==> src/rtl/sine_nco.sv <==
// Numerically controlled sine source that feeds a DAC one offset-binary sample every DIV clocks.
// Frequency words are accepted at any time but only take effect on a sample boundary.
module sine_nco #(
    parameter int          DIV     = 4,
    parameter logic [15:0] FTW_RST = 16'h0100
) (
    input  logic        clk,
    input  logic        rst_n,
    input  logic        start,
    input  logic        stop,
    input  logic [15:0] ftw,
    input  logic        ftw_valid,
    output logic        ftw_ready,
    output logic [7:0]  O_data,
    output logic        en,
    output logic        busy
);

    localparam int CW = $clog2(DIV);

    typedef enum logic [1:0] {IDLE, RUN, STOPPING} state_t;

    state_t        state_q, state_d;
    logic [15:0]   phase_q, phase_d;
    logic [CW-1:0] cnt_q, cnt_d;
    logic          cy_q, cy_d;
    logic [15:0]   ftw_act_q, ftw_act_d;
    logic [15:0]   pend_q, pend_d;
    logic          pend_valid_q, pend_valid_d;
    logic [7:0]    odata_q, odata_d;
    logic          en_q, en_d;
    logic [15:0]   step;
    logic [16:0]   sum;

    // First quadrant of the wave: round(127*sin(2*pi*k/256)) for k = 0..64
    function automatic logic [6:0] quarter(input logic [6:0] k);
        logic [6:0] q;
        q = 7'd0;
        case (k)
            7'd0:  q = 7'd0;   7'd1:  q = 7'd3;   7'd2:  q = 7'd6;   7'd3:  q = 7'd9;
            7'd4:  q = 7'd12;  7'd5:  q = 7'd16;  7'd6:  q = 7'd19;  7'd7:  q = 7'd22;
            7'd8:  q = 7'd25;  7'd9:  q = 7'd28;  7'd10: q = 7'd31;  7'd11: q = 7'd34;
            7'd12: q = 7'd37;  7'd13: q = 7'd40;  7'd14: q = 7'd43;  7'd15: q = 7'd46;
            7'd16: q = 7'd49;  7'd17: q = 7'd51;  7'd18: q = 7'd54;  7'd19: q = 7'd57;
            7'd20: q = 7'd60;  7'd21: q = 7'd63;  7'd22: q = 7'd65;  7'd23: q = 7'd68;
            7'd24: q = 7'd71;  7'd25: q = 7'd73;  7'd26: q = 7'd76;  7'd27: q = 7'd78;
            7'd28: q = 7'd81;  7'd29: q = 7'd83;  7'd30: q = 7'd85;  7'd31: q = 7'd88;
            7'd32: q = 7'd90;  7'd33: q = 7'd92;  7'd34: q = 7'd94;  7'd35: q = 7'd96;
            7'd36: q = 7'd98;  7'd37: q = 7'd100; 7'd38: q = 7'd102; 7'd39: q = 7'd104;
            7'd40: q = 7'd106; 7'd41: q = 7'd107; 7'd42: q = 7'd109; 7'd43: q = 7'd111;
            7'd44: q = 7'd112; 7'd45: q = 7'd113; 7'd46: q = 7'd115; 7'd47: q = 7'd116;
            7'd48: q = 7'd117; 7'd49: q = 7'd118; 7'd50: q = 7'd120; 7'd51: q = 7'd121;
            7'd52: q = 7'd122; 7'd53: q = 7'd122; 7'd54: q = 7'd123; 7'd55: q = 7'd124;
            7'd56: q = 7'd125; 7'd57: q = 7'd125; 7'd58: q = 7'd126; 7'd59: q = 7'd126;
            7'd60: q = 7'd126; 7'd61: q = 7'd127; 7'd62: q = 7'd127; 7'd63: q = 7'd127;
            7'd64: q = 7'd127;
            default: q = 7'd0;
        endcase
        return q;
    endfunction

    // Odd quadrants read the table mirrored, the upper half is negated about 128
    function automatic logic [7:0] sine_f(input logic [7:0] p);
        logic [6:0] idx;
        logic [7:0] q;
        idx = p[6] ? (7'd64 - {1'b0, p[5:0]}) : {1'b0, p[5:0]};
        q   = {1'b0, quarter(idx)};
        return p[7] ? (8'd128 - q) : (8'd128 + q);
    endfunction

    assign ftw_ready = (state_q == IDLE) || !pend_valid_q;
    assign busy      = (state_q != IDLE);
    assign O_data    = odata_q;
    assign en        = en_q;
    // A pending word becomes the step used on the very boundary that adopts it
    assign step      = pend_valid_q ? pend_q : ftw_act_q;
    assign sum       = {1'b0, phase_q} + {1'b0, step};

    always_comb begin
        state_d      = state_q;
        phase_d      = phase_q;
        cnt_d        = cnt_q;
        cy_d         = cy_q;
        ftw_act_d    = ftw_act_q;
        pend_d       = pend_q;
        pend_valid_d = pend_valid_q;
        odata_d      = odata_q;
        en_d         = 1'b0;

        if (state_q == IDLE) begin
            if (ftw_valid) ftw_act_d = ftw;
            if (start) begin
                state_d = RUN;
                phase_d = 16'h0000;
                cnt_d   = '0;
                cy_d    = 1'b0;
            end
        end else begin
            cnt_d = (cnt_q == CW'(DIV - 1)) ? '0 : cnt_q + 1'b1;
            if (ftw_valid && ftw_ready) begin
                pend_d       = ftw;
                pend_valid_d = 1'b1;
            end
            if (state_q == RUN && stop) state_d = STOPPING;
            if (cnt_q == '0) begin
                en_d      = 1'b1;
                ftw_act_d = step;
                if (pend_valid_q) pend_valid_d = 1'b0;
                // Stop lands on a wrap (or a frozen step) so the wave ends at mid-scale
                if (state_q == STOPPING && (cy_q || ftw_act_q == 16'h0000)) begin
                    odata_d = 8'h80;
                    phase_d = 16'h0000;
                    cy_d    = 1'b0;
                    cnt_d   = '0;
                    state_d = IDLE;
                end else begin
                    odata_d = sine_f(phase_q[15:8]);
                    phase_d = sum[15:0];
                    cy_d    = sum[16];
                end
            end
        end
    end

    always_ff @(posedge clk) begin
        if (!rst_n) begin
            state_q      <= IDLE;
            phase_q      <= 16'h0000;
            cnt_q        <= '0;
            cy_q         <= 1'b0;
            ftw_act_q    <= FTW_RST;
            pend_q       <= 16'h0000;
            pend_valid_q <= 1'b0;
            odata_q      <= 8'h80;
            en_q         <= 1'b0;
        end else begin
            state_q      <= state_d;
            phase_q      <= phase_d;
            cnt_q        <= cnt_d;
            cy_q         <= cy_d;
            ftw_act_q    <= ftw_act_d;
            pend_q       <= pend_d;
            pend_valid_q <= pend_valid_d;
            odata_q      <= odata_d;
            en_q         <= en_d;
        end
    end

endmodule

==> config.mk <==
export PLATFORM = sky130hd
export DESIGN_NAME = sine_nco
export DESIGN_NICKNAME = d
export VERILOG_FILES = /design/src/rtl/sine_nco.sv
export SDC_FILE = /design/constraint.sdc
export NUM_CORES = 1
export LEC_CHECK = 0
export CAP_MARGIN = 15
export CORE_ASPECT_RATIO = 0.5
export CORE_MARGIN = 2
export CORE_UTILIZATION = 56
export CTS_BUF_LIST = sky130_fd_sc_hd__clkbuf_4
export DETAILED_ROUTE_END_ITERATION = 8
export PLACE_DENSITY = 0.79
export SLEW_MARGIN = 20
export SYNTH_ARGS = -nofsm -noshare
export SYNTH_HDL_FRONTEND = slang
export SYNTH_SLANG_ARGS = --single-unit
==> constraint.sdc <==
create_clock -name clk -period 3.4 [get_ports clk]
set_input_delay 0.34 -clock clk [delete_from_list [all_inputs] [get_ports clk]]
set_output_delay 0.34 -clock clk [all_outputs]
set_load 0.005 [all_outputs]
==> results.md, run 1 <==
- Run status: complete, no violations
- DIE HEIGHT: 67.85 µm
- Area Overhead vs Synth: 14.06%
- CTS H-Tree Depth: 3
- Placed instance count: 701
- Hold Fails Final Rpt: 0
- Initial antenna violation count: 0
- Worst EP required: 3730 ps
- Max VDD drop: 0.0002959 V
- Total Routing Usage GR: 25.70%
- Mean Syn Cell Area: 7.926 µm²
- CP max stage cell: o211a_2
- Pwr/cell area: 441.5 mW/mm²
- Worst slew pin tran: 941.3 ps
- RSZ-0062 raised after global routing: yes
- Slowest stage delay, CP: 410 ps
- Port Buf Inserts: 31
- Largest net degree at the start of global routing: 65
- Via count: 4,296
- # clock sinks: 63
- Core area: 0.007943 mm²
- Post-route DRC: 0
- Main synth FF type: dfxtp_1
- Final period util: 93.43%
- Layout Cells excl Fill: 717
- Die X: 131.7 µm
- Share of cells above drive strength 1: 11.24%
- CP Cell Sequence: inv_1 -> ha_1 -> buf_4 -> nor3b_2 -> o211a_2 -> nor3_1 -> o32ai_1 -> a32oi_1 -> and2_1 -> ha_1 -> nand2b_1 -> xnor2_1 -> a22oi_1 -> nor2b_1
- Worst-path clk slew: 110 ps
- Min-delay src: rst_n
- Maxcap violations: 0
- Slew Viols, Final: 0
- FF-to-FF path depth: 14
- RePlAce Congestion: 0.9091
- CTS tree: done
- HPWL Detailed: 7868 µm
- Critical path class: flop to flop
- Flop-to-flop setup slack: 220 ps
- First-pass GRT wire length: 18,350 µm
- Worst path arrival time: 3500 ps
- Bufs and invs on worst path: 2
- Worst skew pair latency: 430 ps
- Crit path launch: phase_q[8]$_SDFFE_PN0P_
- First DRT Iteration DRCs: 264
- Post-synthesis sequential area ratio: 27.62%
- Reg-to-reg startpoint: phase_q[8]$_SDFFE_PN0P_
- Most used cell, CP: ha_1
- Antenna Nets Post-Route: 0
- I/O pin count: 32
- Skew final: 17.36 ps
- Syn_nets: 623
- Diode count: 0
- # hold bufs at CTS: 0
- First drt pass iteration count: 5
- Initial core utilization: 57.48%
- Fin area: 0.005207 mm²
- Reg2reg end: O_data[2]$_SDFFE_PN0P_
- # rows: 23
- Cells after Synth: 576
- Final WL: 11,130 µm
- Root buffer cell: clkbuf_4
- Yosys warnings: 0
- Number of global-route vias before repair: 3,850
- Delay-heaviest family, CP: compound AO/OA/AOI/OAI gates
- Die area: 0.008935 mm²
- Routed len/inst: 15.52 µm
- Clock buffer depth: 2
- EDFF count, synth: 0
- Total CTS buffers: 9
- Final nets: 648
- Fraction of registers with async set/reset: 0%
- Placed Area: 0.005015 mm²
- Worst setup EP type: flop
- Critical path depth: 14
- Netlist cell types: 68
- GR Overflow Total: 0
- Hold crit path type: primary input to flop
- Lkg Pwr: 0.002057 µW
- Critical Path End: O_data[2]$_SDFFE_PN0P_
- Critical Path Fanout Max: 14
- Final setup vio count: 0
- Drt via density: 5.992
- Minimum clock period: 3177 ps
- Fmax: 314.8 MHz
- Post-synthesis register bit count: 63
- Mapped Area: 0.004566 mm²
- CP Launch Type: flop
- Max-slew headroom: 37.25%
==> placed cells by master (no fill, tap or decap), types with 4 or more instances in the layout <==
cell type	Yosys	routed
a211oi_1	4	4
or3_1	15	15
nand2b_1	14	14
o211ai_1	9	9
ha_1	25	25
nor2_1	43	43
nor2b_1	21	20
a21boi_0	33	33
mux2i_1	5	5
clkdlybuf4s50_1	0	30
clkbuf_4	0	11
a21oi_1	21	21
o21ai_1	5	5
nand4_1	6	6
a21o_1	8	8
nor4_1	5	5
o21ai_0	29	29
a32oi_1	4	4
xnor2_1	12	12
dfxtp_1	63	63
inv_1	10	9
a22oi_1	12	12
mux2_2	15	15
buf_4	1	23
and2_1	4	4
nand2_1	75	75
nand3_1	8	8
xor2_1	5	5
nor3_1	14	14
and3_1	8	8
==> report_power, final <==
part	switching, µW	internal, µW
logic	451	342
clock network	279	384
registers	47.0	796
==> how the worst min path moves through the flow <==
| stage | depth (start not counted) | end |
|---|---|---|
| 3_5_place_dp | 2 | O_data[0]$_SDFFE_PN0P_ |
| 6_report | 3 | O_data[3]$_SDFFE_PN0P_ |
| 3_3_place_gp | 2 | O_data[0]$_SDFFE_PN0P_ |
| 2_1_floorplan | 2 | ftw_act_q[14]$_SDFFE_PN0P_ |
| 4_1_cts | 3 | O_data[3]$_SDFFE_PN0P_ |
| 5_1_grt | 3 | O_data[5]$_SDFFE_PN0P_ |
==> flip-flops by register name (all words and copies together) (netlist names) <==
| name | count |
|---|---|
| O_data | 8 |
| pend_valid_q | 1 |
| cnt_q | 2 |
| state_q | 2 |
| en | 1 |
| ftw_act_q | 16 |
| cy_q | 1 |
| phase_q | 16 |
| pend_q | 16 |
==> timing repair <==
item                       4_1_cts  5_1_grt
setup endpoints to repair        0        4
setup buffers                    0        1
resized for setup                0        3
==> kinds of logic after synthesis <==
kind of cell / synth area share (%)
simple gates: 24.53
compound gates: 26.39
flops: 27.62
buf+inv: 4.549
fa+ha+maj: 7.290
xor+xnor: 4.823
mux: 4.796
==> area by class of cell <==
cell class / instances / area, µm²
flip-flops and latches: 63 / 1261
fillers: 706 / 2735
repair buffers: 54 / 478.0
clock inverters: 4 / 95.09
inverters: 11 / 45.04
well taps: 112 / 140.1
clock buffers: 11 / 82.58
multi-input cells: 462 / 3105
==> cell usage after synthesis (3+ instances only) <==
cell type,n,area share (%)
a211oi_1,4,0.66
a21boi_0,33,5.4
a21o_1,8,1.3
a21oi_1,21,2.3
a22oi_1,12,2.0
a311oi_1,3,0.58
a32oi_1,4,0.77
and2_1,4,0.55
and3_1,8,1.1
buf_1,4,0.33
buf_2,4,0.44
clkbuf_1,30,2.5
dfxtp_1,63,28
ha_1,25,6.9
inv_1,10,0.82
mux2_2,15,3.7
mux2i_1,5,1.1
nand2_1,75,6.2
nand2b_1,14,1.9
nand3_1,8,0.88
nand4_1,6,0.82
nor2_1,43,3.5
nor2b_1,21,2.9
nor3_1,14,1.5
nor3b_1,4,0.66
nor4_1,5,0.69
o211ai_1,9,1.5
o21a_1,3,0.49
o21ai_0,29,3.2
o21ai_1,5,0.55
o21bai_1,3,0.49
o221ai_1,3,0.58
or3_1,15,2.1
xnor2_1,12,2.3
xor2_1,5,0.96
==> routing by layer <==
metal / GRT usage (%) / routed length, µm / up-vias
li1: - / - / 2134
met2: 42.54 / 4969 / 136
met1: 34.84 / 5387 / 2009
met4: 8.967 / 144 / 0
met3: 4.222 / 628 / 17
met5: 0 / 0 / -
==> through the flow <==
stage          worst slack, ps  util, %  setup TNS [ps]  hold WS (ps)  power (µW)
5_1_grt                 -41.27    65.56          -41.27         424.2        2431
3_5_place_dp             260.9    63.14               0         441.2        1629
2_1_floorplan            47.43        -               0         439.5        1417
6_report                 223.3    65.56               0         390.1        2299
3_3_place_gp             341.2    63.14               0         439.7        1615
4_1_cts                  240.3    65.37               0         388.2        2288
==> worst min-delay path: cells and delay by family <==
kind / cells / cell delay [ps]
AND/OR/NAND/NOR: 1 / 180
AO/OA/AOI/OAI: 1 / 170
buffers and inverters: 1 / 90
Power figures use the tool's default switching activity.
==> run 2: changes to the inputs <==
--- a/config.mk
+++ b/config.mk
@@ -6,12 +6,15 @@
 export NUM_CORES = 1
 export LEC_CHECK = 0
 export CAP_MARGIN = 15
+export CELL_PAD_IN_SITES_DETAIL_PLACEMENT = 0
+export CELL_PAD_IN_SITES_GLOBAL_PLACEMENT = 1
 export CORE_ASPECT_RATIO = 0.5
 export CORE_MARGIN = 2
-export CORE_UTILIZATION = 56
+export CORE_UTILIZATION = 42
 export CTS_BUF_LIST = sky130_fd_sc_hd__clkbuf_4
 export DETAILED_ROUTE_END_ITERATION = 8
-export PLACE_DENSITY = 0.79
+export PLACE_DENSITY_LB_ADDON = 0.1
+export REMOVE_ABC_BUFFERS = 1
 export SLEW_MARGIN = 20
 export SYNTH_ARGS = -nofsm -noshare
 export SYNTH_HDL_FRONTEND = slang
==> run 2 against run 1 <==
- setup slack better by 98 ps
- clock skew up 1.3 ps
- first-iteration DRC count down 16%
- largest power group unchanged
- cell count up 4.3%
- global-route usage down 4.0 points
- flip-flop and latch count unchanged
- count of clock-buffer cells in the layout down 2
- combinational power up 0.9%
- non-clock buffer count up 3
==> results.md, run 2 (synthesized netlist as in run 1, its figures left out) <==
- Run status: complete, no violations
- Critical path class: flop to flop
- Hold Fails Final Rpt: 0
- Worst Hold Endpoint: cnt_q[0]$_SDFFE_PN0P_
- GR Overflow Total: 0
- First-pass GRT wire length: 20,130 µm
- Total Routing Usage GR: 21.66%
- Reg2reg end: phase_q[13]$_SDFFE_PN0P_
- Minimum clock period: 3079 ps
- Routed len/inst: 15.91 µm
- First DRT Iteration DRCs: 221
- Fin area: 0.005223 mm²
- Final nets: 651
- Setup slack after layout: 321.2 ps
- Worst skew pair latency: 420 ps
- HPWL Detailed: 8439 µm
- Final period util: 90.55%
- Place WS: 269.8 ps
- Met2 Use GR: 33.57%
- Worst path arrival time: 3390 ps
- Die area: 0.01177 mm²
- Hold crit path type: primary input to flop
- Initial antenna violation count: 0
- Port Buf Inserts: 31
- Lkg Pwr: 0.002035 µW
- Worst-path clk slew: 130 ps
- # clock sinks: 63
- Most frequent cells in the layout: 75 x nand2_1, 63 x dfxtp_1, 43 x nor2_1
- First drt pass iteration count: 5
- Root buffer cell: clkbuf_4
- Post-route DRC: 0
- Skew final: 18.70 ps
- Largest net degree at the start of global routing: 39
- DIE HEIGHT: 77.73 µm
- GRT Max-Usage Layer: met2
- Initial core utilization: 44.00%
- Largest regs: ftw_act_q x16, pend_q x16, phase_q x16
- Worst setup EP type: flop
- Reg area: 0.001261 mm²
- Multi-input gate area: 0.003107 mm²
- CP Launch Type: flop
- Number of fillers in the final layout: 1,031
- # rows: 26
- Worst slew pin tran: 947.1 ps
- I/O pin count: 32
- Most common cell after layout, fill and taps aside: nand2_1
- Via count: 4,184
- Flop-to-flop setup slack: 320 ps
- CTS tree: done
- Global Route met1 Usage: 30.56%
- CTS H-Tree Depth: 3
- Share of cells above drive strength 1: 11.51%
- Fmax: 324.8 MHz
- Critical Path Fanout Max: 13
- Maxcap violations: 0
- Number of global-route vias before repair: 3,971
- Min-delay src: rst_n
- Antenna Nets Post-Route: 0
- Drt via density: 5.594
- Core area: 0.01038 mm²
- Reg-to-reg startpoint: pend_valid_q$_SDFFE_PN0N_
- Pwr/cell area: 415.4 mW/mm²
- Area Overhead vs Synth: 14.39%
- Worst EP required: 3720 ps
- FF-to-FF path depth: 11
- Clock buffer depth: 2
- RePlAce Congestion: 0.8223
- Die X: 151.5 µm
- Placed Area: 0.005080 mm²
- Final setup vio count: 0
- Total CTS buffers: 9
- Diode count: 0
- Hold path depth: 2
- Met3 global-route usage: 4.588%
- Max VDD drop: 0.0001824 V
- Slew Viols, Final: 0
- Max-slew headroom: 36.86%
- Final WL: 11,900 µm
[run 2: area by class of cell]
type,instances,area share (%)
Timing Repair Buffer,57,9.583
Sequential cell,63,24.15
Inverter,11,0.7906
Clock buffer,9,1.294
Clock inverter,6,1.342
Multi-Input combinational cell,462,59.49
Tap cell,140,3.354
[run 2: through the flow]
stage / setup TNS [ps] / hold WS, ps / power (µW) / util (%) / std cells
6_report: 0 / 412.8 / 2170 / 50.33 / 748
5_1_grt: -9.201 / 385.8 / 2337 / 50.33 / 748
4_1_cts: 0 / 378.0 / 2189 / 50.28 / 748
3_5_place_dp: 0 / 443.7 / 1648 / 48.95 / 733
3_3_place_gp: 0 / 438.7 / 1650 / 48.95 / 733
2_1_floorplan: -164.8 / 431.3 / 1388 / - / 536
[run 2: how the worst max path moves through the flow]
stage,startpoint,to,slack [ps]
floorplan,phase_q[8]$_SDFFE_PN0P_,O_data[2]$_SDFFE_PN0P_,-120
global placement,phase_q[8]$_SDFFE_PN0P_,O_data[2]$_SDFFE_PN0P_,340
detailed placement,phase_q[8]$_SDFFE_PN0P_,O_data[2]$_SDFFE_PN0P_,270
CTS,phase_q[8]$_SDFFE_PN0P_,O_data[2]$_SDFFE_PN0P_,250
global route,phase_q[8]$_SDFFE_PN0P_,O_data[4]$_SDFFE_PN0P_,-9
finish,pend_valid_q$_SDFFE_PN0N_,phase_q[13]$_SDFFE_PN0P_,320
[run 2: worst max-delay path: stages (launching register included)]
cell and delay (ps):
dfxtp_1 380, buf_4 230, mux2_2 390, ha_1 350, a21o_1 200, a21o_1 170
a21o_1 200, and3_1 190, a221o_1 290, or3_1 310, a32oi_1 190, nor2b_1 60
[run 2: layer usage]
layer / part of all wire [%] / vias up
li1: - / 2142
met1: 52 / 1958
met2: 44 / 75
met3: 3.2 / 9
met4: 0.68 / 0
met5: 0 / -
[run 2: what timing repair did]
action | CTS | global route
buffers inserted | 0 | 0
resized for setup | 0 | 3
endpoints found under the setup margin | 0 | 2
hold endpoints to repair | 0 | 0
hold buffers | 0 | 0
[run 2: power by group]
part	switching [µW]	internal (µW)
clock	306	225
sequential	42.9	796
combinational	457	344
total	806	1360
==> run 3: changes to the inputs <==
--- a/config.mk
+++ b/config.mk
@@ -14,7 +14,6 @@
 export CTS_BUF_LIST = sky130_fd_sc_hd__clkbuf_4
 export DETAILED_ROUTE_END_ITERATION = 8
 export PLACE_DENSITY_LB_ADDON = 0.1
-export REMOVE_ABC_BUFFERS = 1
 export SLEW_MARGIN = 20
 export SYNTH_ARGS = -nofsm -noshare
 export SYNTH_HDL_FRONTEND = slang
==> run 3 against run 2 <==
- sequential share of layout area about the same
- critical path depth is 1 higher
- non-clock buffer count is 2 lower
- via count down 0.62%
- setup slack worse by 68 ps
==> results.md, run 3 (synthesized netlist as in run 1, its figures left out) <==
- Diode count: 0
- Critical path class: flop to flop
- Final setup vio count: 0
- Total Routing Usage GR: 21.27%
- Final period util: 92.56%
- Most common cell after layout, fill and taps aside: nand2_1
- Worst slew pin tran: 782.4 ps
- # rows: 26
- GR Overflow Total: 0
- Fmax: 317.8 MHz
- CTS H-Tree Depth: 3
- Tot Pwr: 2194 µW
- Number of fillers in the final layout: 1,048
- Fin area: 0.005215 mm²
- Initial antenna violation count: 0
- Core area: 0.01038 mm²
- Post-route DRC: 0
- I/O pin count: 32
- Max VDD drop: 0.0002101 V
- Worst skew pair latency: 440 ps
- Lkg Pwr: 0.002035 µW
- Initial core utilization: 44.00%
- Maxcap violations: 0
- Worst EP required: 3740 ps
- First DRT Iteration DRCs: 200
- Most used cell, CP: a21oi_1
- Total CTS buffers: 9
- Critical Path Fanout Max: 13
- RePlAce Congestion: 0.8261
- Run status: complete, no violations
- Hold crit path type: primary input to flop
- Worst setup EP type: flop
- Largest net degree at the start of global routing: 56
- Slowest stage delay, CP: 440 ps
- Antenna Nets Post-Route: 0
- DIE HEIGHT: 77.73 µm
- Hold Fails Final Rpt: 0
- Final nets: 649
- First-pass GRT wire length: 19,760 µm
- Delay-heaviest family, CP: compound AO/OA/AOI/OAI gates
- # clock sinks: 63
- CP Launch Type: flop
- Port Buf Inserts: 31
- Worst-path clk slew: 140 ps
- Pwr/cell area: 420.7 mW/mm²
- CP max stage cell: fa_1
- Setup slack after layout: 253.0 ps
- Post-CTS Setup Inserts: 0
- Root buffer cell: clkbuf_4
- Die X: 151.5 µm
- HPWL Detailed: 8451 µm
- Hold Slack: 249.8 ps
- Max-slew headroom: 47.68%
- CP Cell Sequence: buf_6 -> mux2_2 -> fa_1 -> a21o_1 -> a21oi_1 -> nand2b_1 -> a21oi_1 -> a31o_2 -> a21oi_1 -> mux2i_1 -> o21ai_0 -> a21boi_1
- Bufs and invs on worst path: 1
- Routed len/inst: 15.84 µm
- Placed Area: 0.005065 mm²
- Slew Viols, Final: 0
- CTS tree: done
- Number of global-route vias before repair: 3,889
- Skew final: 28.48 ps
- Minimum clock period: 3147 ps
- Worst path arrival time: 3490 ps
- Critical path depth: 12
- Hold path depth: 2
- Final WL: 11,840 µm
- Post-CTS Resized: 0
- Largest regs: ftw_act_q x16, pend_q x16, phase_q x16
- FF-to-FF path depth: 12
- Die area: 0.01177 mm²
- Clock buffer depth: 2
- First drt pass iteration count: 5
- Area Overhead vs Synth: 14.22%
- # hold bufs at CTS: 0
- RSZ-0062 raised after global routing: no
- Via count: 4,158
- Most frequent cells in the layout: 75 x nand2_1, 63 x dfxtp_1, 43 x nor2_1
- Drt via density: 5.566
- Place WS: 211.9 ps
- Setup tns final: 0 ps
- Share of cells above drive strength 1: 11.20%
## run 3: area by class of cell
type | count | area, µm² | area share, %
clock buffers | 9 | 67.56 | 1.296
clock inverters | 7 | 78.83 | 1.512
inverters | 11 | 41.29 | 0.7917
multi-input cells | 462 | 3102 | 59.48
flip-flops and latches | 63 | 1261 | 24.18
well taps | 140 | 175.2 | 3.359
repair buffers | 55 | 489.2 | 9.381
## run 3: through the flow
step,cells,utilization [%]
floorplan,576,-
global placement,731,48.81
detailed placement,731,48.81
CTS,747,50.22
global route,747,50.25
finish,747,50.25
## run 3: worst paths after layout
path	end	slack (ps)	startpoint
setup / recovery	phase_q[14]$_SDFFE_PN0P_	250	pend_valid_q$_SDFFE_PN0N_
hold / removal	O_data[2]$_SDFFE_PN0P_	250	rst_n
setup reg to reg	phase_q[14]$_SDFFE_PN0P_	250	pend_valid_q$_SDFFE_PN0N_
hold reg to reg	O_data[3]$_SDFFE_PN0P_	470	O_data[3]$_SDFFE_PN0P_
## run 3: per-layer routing
metal	routed length (µm)	vias to the layer above	GRT usage, %
li1	-	2139	-
met1	6170	1907	31.19
met2	4993	96	31.40
met3	532	16	4.588
met4	139	0	5.421
met5	0	-	0
## run 3: where the power goes
group | switching (µW) | internal (µW) | leakage (µW)
combinational | 451 | 339 | 0.00145
clock | 330 | 231 | 0.0000696
sequential | 47.8 | 796 | 0.000514
total | 828 | 1370 | 0.00203
